$ cat src/rtl/ins_fetch_queue_pkg.sv
// Shared widths and fetch FSM encoding
// for the instruction fetch unit.
package ins_fetch_queue_pkg;

    localparam int DEF_ADDR_W     = 32;
    localparam int DEF_INS_W      = 32;
    localparam int DEF_IC_IDX_W   = 6;
    localparam int DEF_IQ_DEPTH_W = 2;

    typedef enum logic [1:0] {
        ST_FETCH    = 2'd0,
        ST_MEM_WAIT = 2'd1,
        ST_PREDICT  = 2'd2
    } fetch_state_t;

endpackage

$ cat src/rtl/ins_queue.sv
// Decoupling FIFO between fetch and dispatch.
// Holds {ins, pc, pc_pred, jump}; head fields are registered contents.
module ins_queue #(
    parameter int INS_W   = 32,
    parameter int ADDR_W  = 32,
    parameter int DEPTH_W = 2
) (
    input  logic              clk,
    input  logic              rst,
    input  logic              push,
    input  logic              pop,
    input  logic              flush,
    input  logic [INS_W-1:0]  push_ins,
    input  logic [ADDR_W-1:0] push_pc,
    input  logic [ADDR_W-1:0] push_pc_pred,
    input  logic              push_jump,
    output logic              full,
    output logic              empty,
    output logic [INS_W-1:0]  head_ins,
    output logic [ADDR_W-1:0] head_pc,
    output logic [ADDR_W-1:0] head_pc_pred,
    output logic              head_jump
);

    localparam int DEPTH = 1 << DEPTH_W;

    logic [DEPTH_W-1:0] head;
    logic [DEPTH_W-1:0] tail;
    logic [DEPTH_W:0]   count;

    logic [INS_W-1:0]  q_ins     [DEPTH];
    logic [ADDR_W-1:0] q_pc      [DEPTH];
    logic [ADDR_W-1:0] q_pc_pred [DEPTH];
    logic [DEPTH-1:0]  q_jump;

    // count never exceeds DEPTH, so its top bit alone means full
    assign full         = count[DEPTH_W];
    assign empty        = (count == '0);
    assign head_ins     = q_ins[head];
    assign head_pc      = q_pc[head];
    assign head_pc_pred = q_pc_pred[head];
    assign head_jump    = q_jump[head];

    // pointer/occupancy tracking; a flush empties the queue outright
    always_ff @(posedge clk) begin
        if (rst || flush) begin
            head  <= '0;
            tail  <= '0;
            count <= '0;
        end else begin
            if (push)
                tail <= tail + DEPTH_W'(1);
            if (pop)
                head <= head + DEPTH_W'(1);
            if (push && !pop)
                count <= count + (DEPTH_W+1)'(1);
            else if (pop && !push)
                count <= count - (DEPTH_W+1)'(1);
        end
    end

    // entry storage, cleared on reset so the head reads zero
    always_ff @(posedge clk) begin
        if (rst) begin
            for (int i = 0; i < DEPTH; i++) begin
                q_ins[i]     <= '0;
                q_pc[i]      <= '0;
                q_pc_pred[i] <= '0;
            end
            q_jump <= '0;
        end else if (push) begin
            q_ins[tail]     <= push_ins;
            q_pc[tail]      <= push_pc;
            q_pc_pred[tail] <= push_pc_pred;
            q_jump[tail]    <= push_jump;
        end
    end

endmodule

$ cat src/rtl/ins_fetch_queue.sv
// Instruction fetch: direct-mapped icache, predictor hand-off,
// decoupling queue to the dispatcher and ROB-driven redirect.
module ins_fetch_queue
    import ins_fetch_queue_pkg::*;
#(
    parameter int                ADDR_W     = DEF_ADDR_W,
    parameter int                INS_W      = DEF_INS_W,
    parameter int                IC_IDX_W   = DEF_IC_IDX_W,
    parameter int                IQ_DEPTH_W = DEF_IQ_DEPTH_W,
    parameter logic [ADDR_W-1:0] RESET_PC   = '0
) (
    input  logic              clk,
    input  logic              rst,
    input  logic              rdy,
    output logic [ADDR_W-1:0] pc_to_predictor,
    output logic [INS_W-1:0]  code_to_predictor,
    input  logic [ADDR_W-1:0] pc_pred_from_predictor,
    input  logic              predict_jump_from_predictor,
    output logic              enable_to_memctrl,
    output logic [ADDR_W-1:0] addr_to_memctrl,
    input  logic              ok_from_memctrl,
    input  logic [INS_W-1:0]  ins_from_memctrl,
    output logic              ins_valid_to_dispatcher,
    input  logic              ready_from_dispatcher,
    output logic [INS_W-1:0]  ins_to_dispatcher,
    output logic [ADDR_W-1:0] pc_to_dispatcher,
    output logic [ADDR_W-1:0] pc_pred_to_dispatcher,
    output logic              predict_jump_to_dispatcher,
    input  logic              mispredict,
    input  logic [ADDR_W-1:0] pc_next
);

    localparam int IC_N  = 1 << IC_IDX_W;
    localparam int TAG_W = ADDR_W - IC_IDX_W - 2;

    fetch_state_t      state;
    logic [ADDR_W-1:0] fpc;
    logic              drop;

    logic [IC_N-1:0]  ic_valid;
    logic [TAG_W-1:0] ic_tag  [IC_N];
    logic [INS_W-1:0] ic_data [IC_N];

    logic [IC_IDX_W-1:0] f_idx;
    logic [IC_IDX_W-1:0] w_idx;
    logic [TAG_W-1:0]    f_tag;
    logic [TAG_W-1:0]    w_tag;
    logic                hit;
    logic                ic_we;
    logic                iq_full;
    logic                iq_empty;
    logic                iq_push;
    logic                iq_pop;
    logic                iq_flush;

    assign f_idx = fpc[IC_IDX_W+1:2];
    assign f_tag = fpc[ADDR_W-1:IC_IDX_W+2];
    assign w_idx = addr_to_memctrl[IC_IDX_W+1:2];
    assign w_tag = addr_to_memctrl[ADDR_W-1:IC_IDX_W+2];
    assign hit   = ic_valid[f_idx] && (ic_tag[f_idx] == f_tag);

    // the fill happens even for a dropped (wrong-path) response
    assign ic_we = rdy && (state == ST_MEM_WAIT) && ok_from_memctrl;

    // a flush beats both a pending push and a same-cycle pop
    assign iq_flush = rdy && mispredict;
    assign iq_pop   = rdy && !mispredict && !iq_empty
                    && ready_from_dispatcher;
    assign iq_push  = rdy && !mispredict && (state == ST_PREDICT)
                    && (!iq_full || iq_pop);

    assign ins_valid_to_dispatcher = !iq_empty;

    // icache valid bits
    always_ff @(posedge clk) begin
        if (rst)
            ic_valid <= '0;
        else if (ic_we)
            ic_valid[w_idx] <= 1'b1;
    end

    // icache tag/data fill
    always_ff @(posedge clk) begin
        if (ic_we) begin
            ic_tag[w_idx]  <= w_tag;
            ic_data[w_idx] <= ins_from_memctrl;
        end
    end

    // fetch FSM with registered predictor and memctrl outputs
    always_ff @(posedge clk) begin
        if (rst) begin
            state             <= ST_FETCH;
            fpc               <= RESET_PC;
            drop              <= 1'b0;
            enable_to_memctrl <= 1'b0;
            addr_to_memctrl   <= '0;
            pc_to_predictor   <= '0;
            code_to_predictor <= '0;
        end else if (rdy) begin
            unique case (state)
                ST_FETCH: begin
                    if (mispredict) begin
                        fpc <= pc_next;
                    end else if (hit) begin
                        pc_to_predictor   <= fpc;
                        code_to_predictor <= ic_data[f_idx];
                        state             <= ST_PREDICT;
                    end else begin
                        enable_to_memctrl <= 1'b1;
                        addr_to_memctrl   <= fpc;
                        state             <= ST_MEM_WAIT;
                    end
                end
                ST_MEM_WAIT: begin
                    if (mispredict)
                        fpc <= pc_next;
                    if (ok_from_memctrl) begin
                        enable_to_memctrl <= 1'b0;
                        drop              <= 1'b0;
                        if (mispredict || drop) begin
                            state <= ST_FETCH;
                        end else begin
                            pc_to_predictor   <= addr_to_memctrl;
                            code_to_predictor <= ins_from_memctrl;
                            state             <= ST_PREDICT;
                        end
                    end else if (mispredict) begin
                        drop <= 1'b1;
                    end
                end
                ST_PREDICT: begin
                    if (mispredict) begin
                        fpc   <= pc_next;
                        state <= ST_FETCH;
                    end else if (iq_push) begin
                        fpc   <= pc_pred_from_predictor;
                        state <= ST_FETCH;
                    end
                end
                default: state <= ST_FETCH;
            endcase
        end
    end

    ins_queue #(
        .INS_W   (INS_W),
        .ADDR_W  (ADDR_W),
        .DEPTH_W (IQ_DEPTH_W)
    ) u_iq (
        .clk          (clk),
        .rst          (rst),
        .push         (iq_push),
        .pop          (iq_pop),
        .flush        (iq_flush),
        .push_ins     (code_to_predictor),
        .push_pc      (pc_to_predictor),
        .push_pc_pred (pc_pred_from_predictor),
        .push_jump    (predict_jump_from_predictor),
        .full         (iq_full),
        .empty        (iq_empty),
        .head_ins     (ins_to_dispatcher),
        .head_pc      (pc_to_dispatcher),
        .head_pc_pred (pc_pred_to_dispatcher),
        .head_jump    (predict_jump_to_dispatcher)
    );

endmodule

$ cat config.mk
export PLATFORM = sky130hd
export DESIGN_NAME = ins_fetch_queue
export DESIGN_NICKNAME = d
export VERILOG_FILES = /design/src/rtl/ins_fetch_queue_pkg.sv /design/src/rtl/ins_queue.sv /design/src/rtl/ins_fetch_queue.sv
export SDC_FILE = /design/constraint.sdc
export NUM_CORES = 2
export LEC_CHECK = 0
export ABC_CLOCK_PERIOD_IN_PS = 11600
export BUFFER_PORTS_ARGS = -buffer_cell sky130_fd_sc_hd__buf_2
export CAP_MARGIN = 20
export CORE_MARGIN = 2
export CORE_UTILIZATION = 55
export CTS_CLUSTER_SIZE = 28
export DETAILED_ROUTE_END_ITERATION = 10
export PLACE_DENSITY = 0.71
export SYNTH_ARGS = -nofsm -noshare
export SYNTH_HDL_FRONTEND = slang
export SYNTH_SLANG_ARGS = --single-unit
$ cat constraint.sdc
create_clock -name clk -period 11.6 [get_ports clk]
set_clock_uncertainty 0.1 [all_clocks]
set_input_delay 0.58 -clock clk [delete_from_list [all_inputs] [get_ports clk]]
set_output_delay 0.58 -clock clk [all_outputs]
set_load 0.005 [all_outputs]
==> impl_metrics.toml <==
[status]
status = "completed"

[sta]
slew_headroom = 0.141
tightest_slew_ps = 1290
setup_tns_ps = 0
finalSetupViolations = 0
final.period_utilization = 0.583
rsz0062_at_grt = "false"
period_needed_ps = 6760
max_freq_ghz = 0.148
final_max_slew_viol_count = 0
finalHoldViolations = 0

[power_and_ir_drop]
vdd_drop_max_mv = 0.141
power.density_cell_area_nw_per_um2 = 170
p_leak_nw = 55.7
total_power_mw = 31.5

[clock_network]
insertion_delay_ps = 980
cts_sinks = 4183
cts_tree = "yes"
cts_post_setup_buffers_inserted = 0
path_clk_slew_ps = 60
htreeDepth = 5
root_buffer = "clkbuf_16"
cts.path.max_buffers = 4
cts_buffers = 408

[placed_design]
dp_hpwl_um = 261000
numPortBuffers = 297
place_congestion = 0.888

[synthesis]
synth_area_um2 = 163000
yosysTopAreaCellShare = 0.729
yosysWarnings = 0
synth_area_leaders = "edfxtp_1 (73%), mux4_2 (15%), dfxtp_1 (2.6%), mux2i_1 (1.6%), and2_1 (1.0%)"
yosysSeqAreaShare = 0.756
async_flop_share = 0
avgSynthCellArea_um2 = 21.1
synth_nets = 7840
synth.ff_latch_count = 4183
synth_ff_type = "edfxtp_1"
synth_top_area_cell = "edfxtp_1"
synth_cell_type_count = 79
synth_cells = 7731
synth_edf_count = 3968

[grt]
grt_pass1_vias = 84900
antenna_found_initial = 30
grt_pass1_wl_um = 659000
grt_max_degree = 156
track_usage = 0.314
grt-ovfl-total = 0

[floorplanning]
num_rows = 200
core_um2 = 296000
die_width_um = 549
initial_core_util = 0.551
die_y_um = 549
die_area_um2 = 301000
ioPinCount = 298

[min_path]
min_path_type = "in -> reg"

[drt]
drc = 0
drt_iter0_markers = 14700
ant_nets = 0
wirelength_um = 476000
vias_per_cell = 6.87
vias = 86800
firstDrtPassIters = 8
post_drt_wl_per_cell_um = 37.6

[setup_path]
worstSetupEndpointType = "flop"
cp_max_fo = 82
crit_arrival_ps = 7500
required_ps = 12350
worstSetupPathType = "reg -> reg"
startpoint_type = "flop"

[cells_and_area]
fillers = 19700
layout.nets = 8440
drive_above_1_share = 0.284
areaGrowthSynthToFinish_pct = 13.1

[job]
drv_cap = 0
[flip-flops by register name, summed over array words and instances, names as in the netlist, named ones only]
name               cells
code_to_predictor     32
u_iq.head              2
pc_to_predictor       32
u_iq.q_ins           128
u_iq.q_jump            4
enable_to_memctrl      1
ic_valid              64
ic_tag              1536
u_iq.q_pc_pred       128
u_iq.q_pc            128
state                  2
drop                   1
ic_data             2048
addr_to_memctrl       32
u_iq.tail              2
u_iq.count             3
fpc                   32
[cell usage in the layout (no fill, tap or decap), drive strengths merged, types with 15 or more instances in the layout]
master       instances
dlygate4sd3         71
mux2                63
nand2b             108
a311oi              34
nor2b               60
edfxtp            3968
nand3               63
nor3                47
a31oi               17
dfxtp              215
a211oi              44
bufinv              39
mux4              1114
and2               273
clkinv             168
a21oi               36
buf                585
nor4                99
mux2i              259
a22oi               90
clkbuf             530
xnor2               15
nor2               317
nand2              176
inv                 56
o21ai               28
diode               15
o211ai              21
[per-stage QoR]
step | area, um2 | cells | setup slack [ps] | utilization | hold WS (ps)
3_5_place_dp | 171000 | 11800 | 4970 | 0.576 | 350
2_1_floorplan | 163000 | 7731 | 4990 | - | 333
5_1_grt | 185000 | 12600 | 4430 | 0.624 | 68.1
4_1_cts | 185000 | 12600 | 4880 | 0.623 | 0.0902
6_report | 185000 | 12600 | 4840 | 0.624 | 41.2
3_3_place_gp | 171000 | 11800 | 5000 | 0.576 | 341
[report_power, final]
| part | leakage (nW) | switching [mW] | internal (mW) |
|---|---|---|---|
| sequential | 35.8 | 0.0857 | 16.5 |
| combinational | 13.4 | 0.944 | 0.643 |
| clock | 6.51 | 5.71 | 7.55 |
| total | 55.7 | 6.74 | 24.7 |
[area by class of cell]
type / count / area, um2 / share of cell area
Sequential cell: 4183 / 124000 / 0.668
Multi-Input combinational cell: 3037 / 38200 / 0.207
Clock buffer: 530 / 10900 / 0.0592
Tap cell: 3939 / 4930 / 0.0267
Timing Repair Buffer: 656 / 4600 / 0.0249
Clock inverter: 229 / 2420 / 0.0131
Inverter: 45 / 179 / 0.000968
Antenna cell: 15 / 37.5 / 0.000203
[final timing paths]
path / start / to / slack, ps / depth (start not counted)
worst min register to register: u_iq.q_jump[0]$_SDFFE_PP0P_ / u_iq.q_jump[0]$_SDFFE_PP0P_ / 360 / 2
worst min-delay path: ready_from_dispatcher / u_iq.head[0]$_SDFFE_PP0P_ / 40 / 4
worst max register to register: flop / code_to_predictor[5]$_SDFFE_PP0P_ / 4840 / 12
worst max-delay path: flop / code_to_predictor[5]$_SDFFE_PP0P_ / 4840 / 12
[synth_stat cells, types with 5 or more instances]
library cell,number
nor4b_1,7
nand2b_1,108
o221ai_1,11
xnor2_1,15
and2_1,273
o211ai_1,21
buf_2,111
o21ai_0,26
ha_1,5
nor3b_1,5
a311oi_1,34
mux2i_1,259
a221oi_1,7
o21ba_2,11
nor4_1,99
mux2_1,29
o22ai_1,8
o2111ai_1,7
nand3_1,63
buf_1,42
o31ai_1,5
a21o_1,8
a21oi_1,35
xor2_1,9
nor2b_1,60
or3_1,6
inv_1,41
a2111oi_0,6
dfxtp_1,215
a31oi_1,17
a32oi_1,7
buf_4,43
nor3_1,47
and3_1,8
a22oi_1,90
mux4_2,1114
mux2_2,34
a211oi_1,43
nand4_1,9
buf_6,9
nor2_1,317
edfxtp_1,3968
clkbuf_1,261
nand2_1,176
[cell families after synthesis]
family / share of synthesized area
adders and majority gates: 0.000505
DFF: 0.756
xor gates and xnor gates: 0.00129
muxes: 0.174
AOI/OAI and AO/OA: 0.0169
buffers and inverters: 0.0140
and+or+nand+nor: 0.0380
[routing by layer]
layer	vias to the layer above	GRT usage	wire length (um)
met1	45700	0.432	166000
met4	16	0.152	27800
met2	6506	0.484	221000
met3	1307	0.0697	61100
met5	-	0	106
li1	33300	-	-
[worst max-delay path, cell delays in order, from the launching register on]
cell	delay (ps)
dfxtp_4	890
buf_12	540
buf_4	830
mux4_2	600
mux2i_1	170
o211ai_1	130
a211oi_2	590
xnor2_1	190
nor4_1	400
nand4b_1	370
buf_4	420
or2_2	740
a311oi_1	430
[timing repair]
action,4_1_cts,5_1_grt
hold buffers,70,1
hold endpoints to repair,160,7
resized for setup,0,0
No activity file was read; power rests on OpenSTA's default activity.
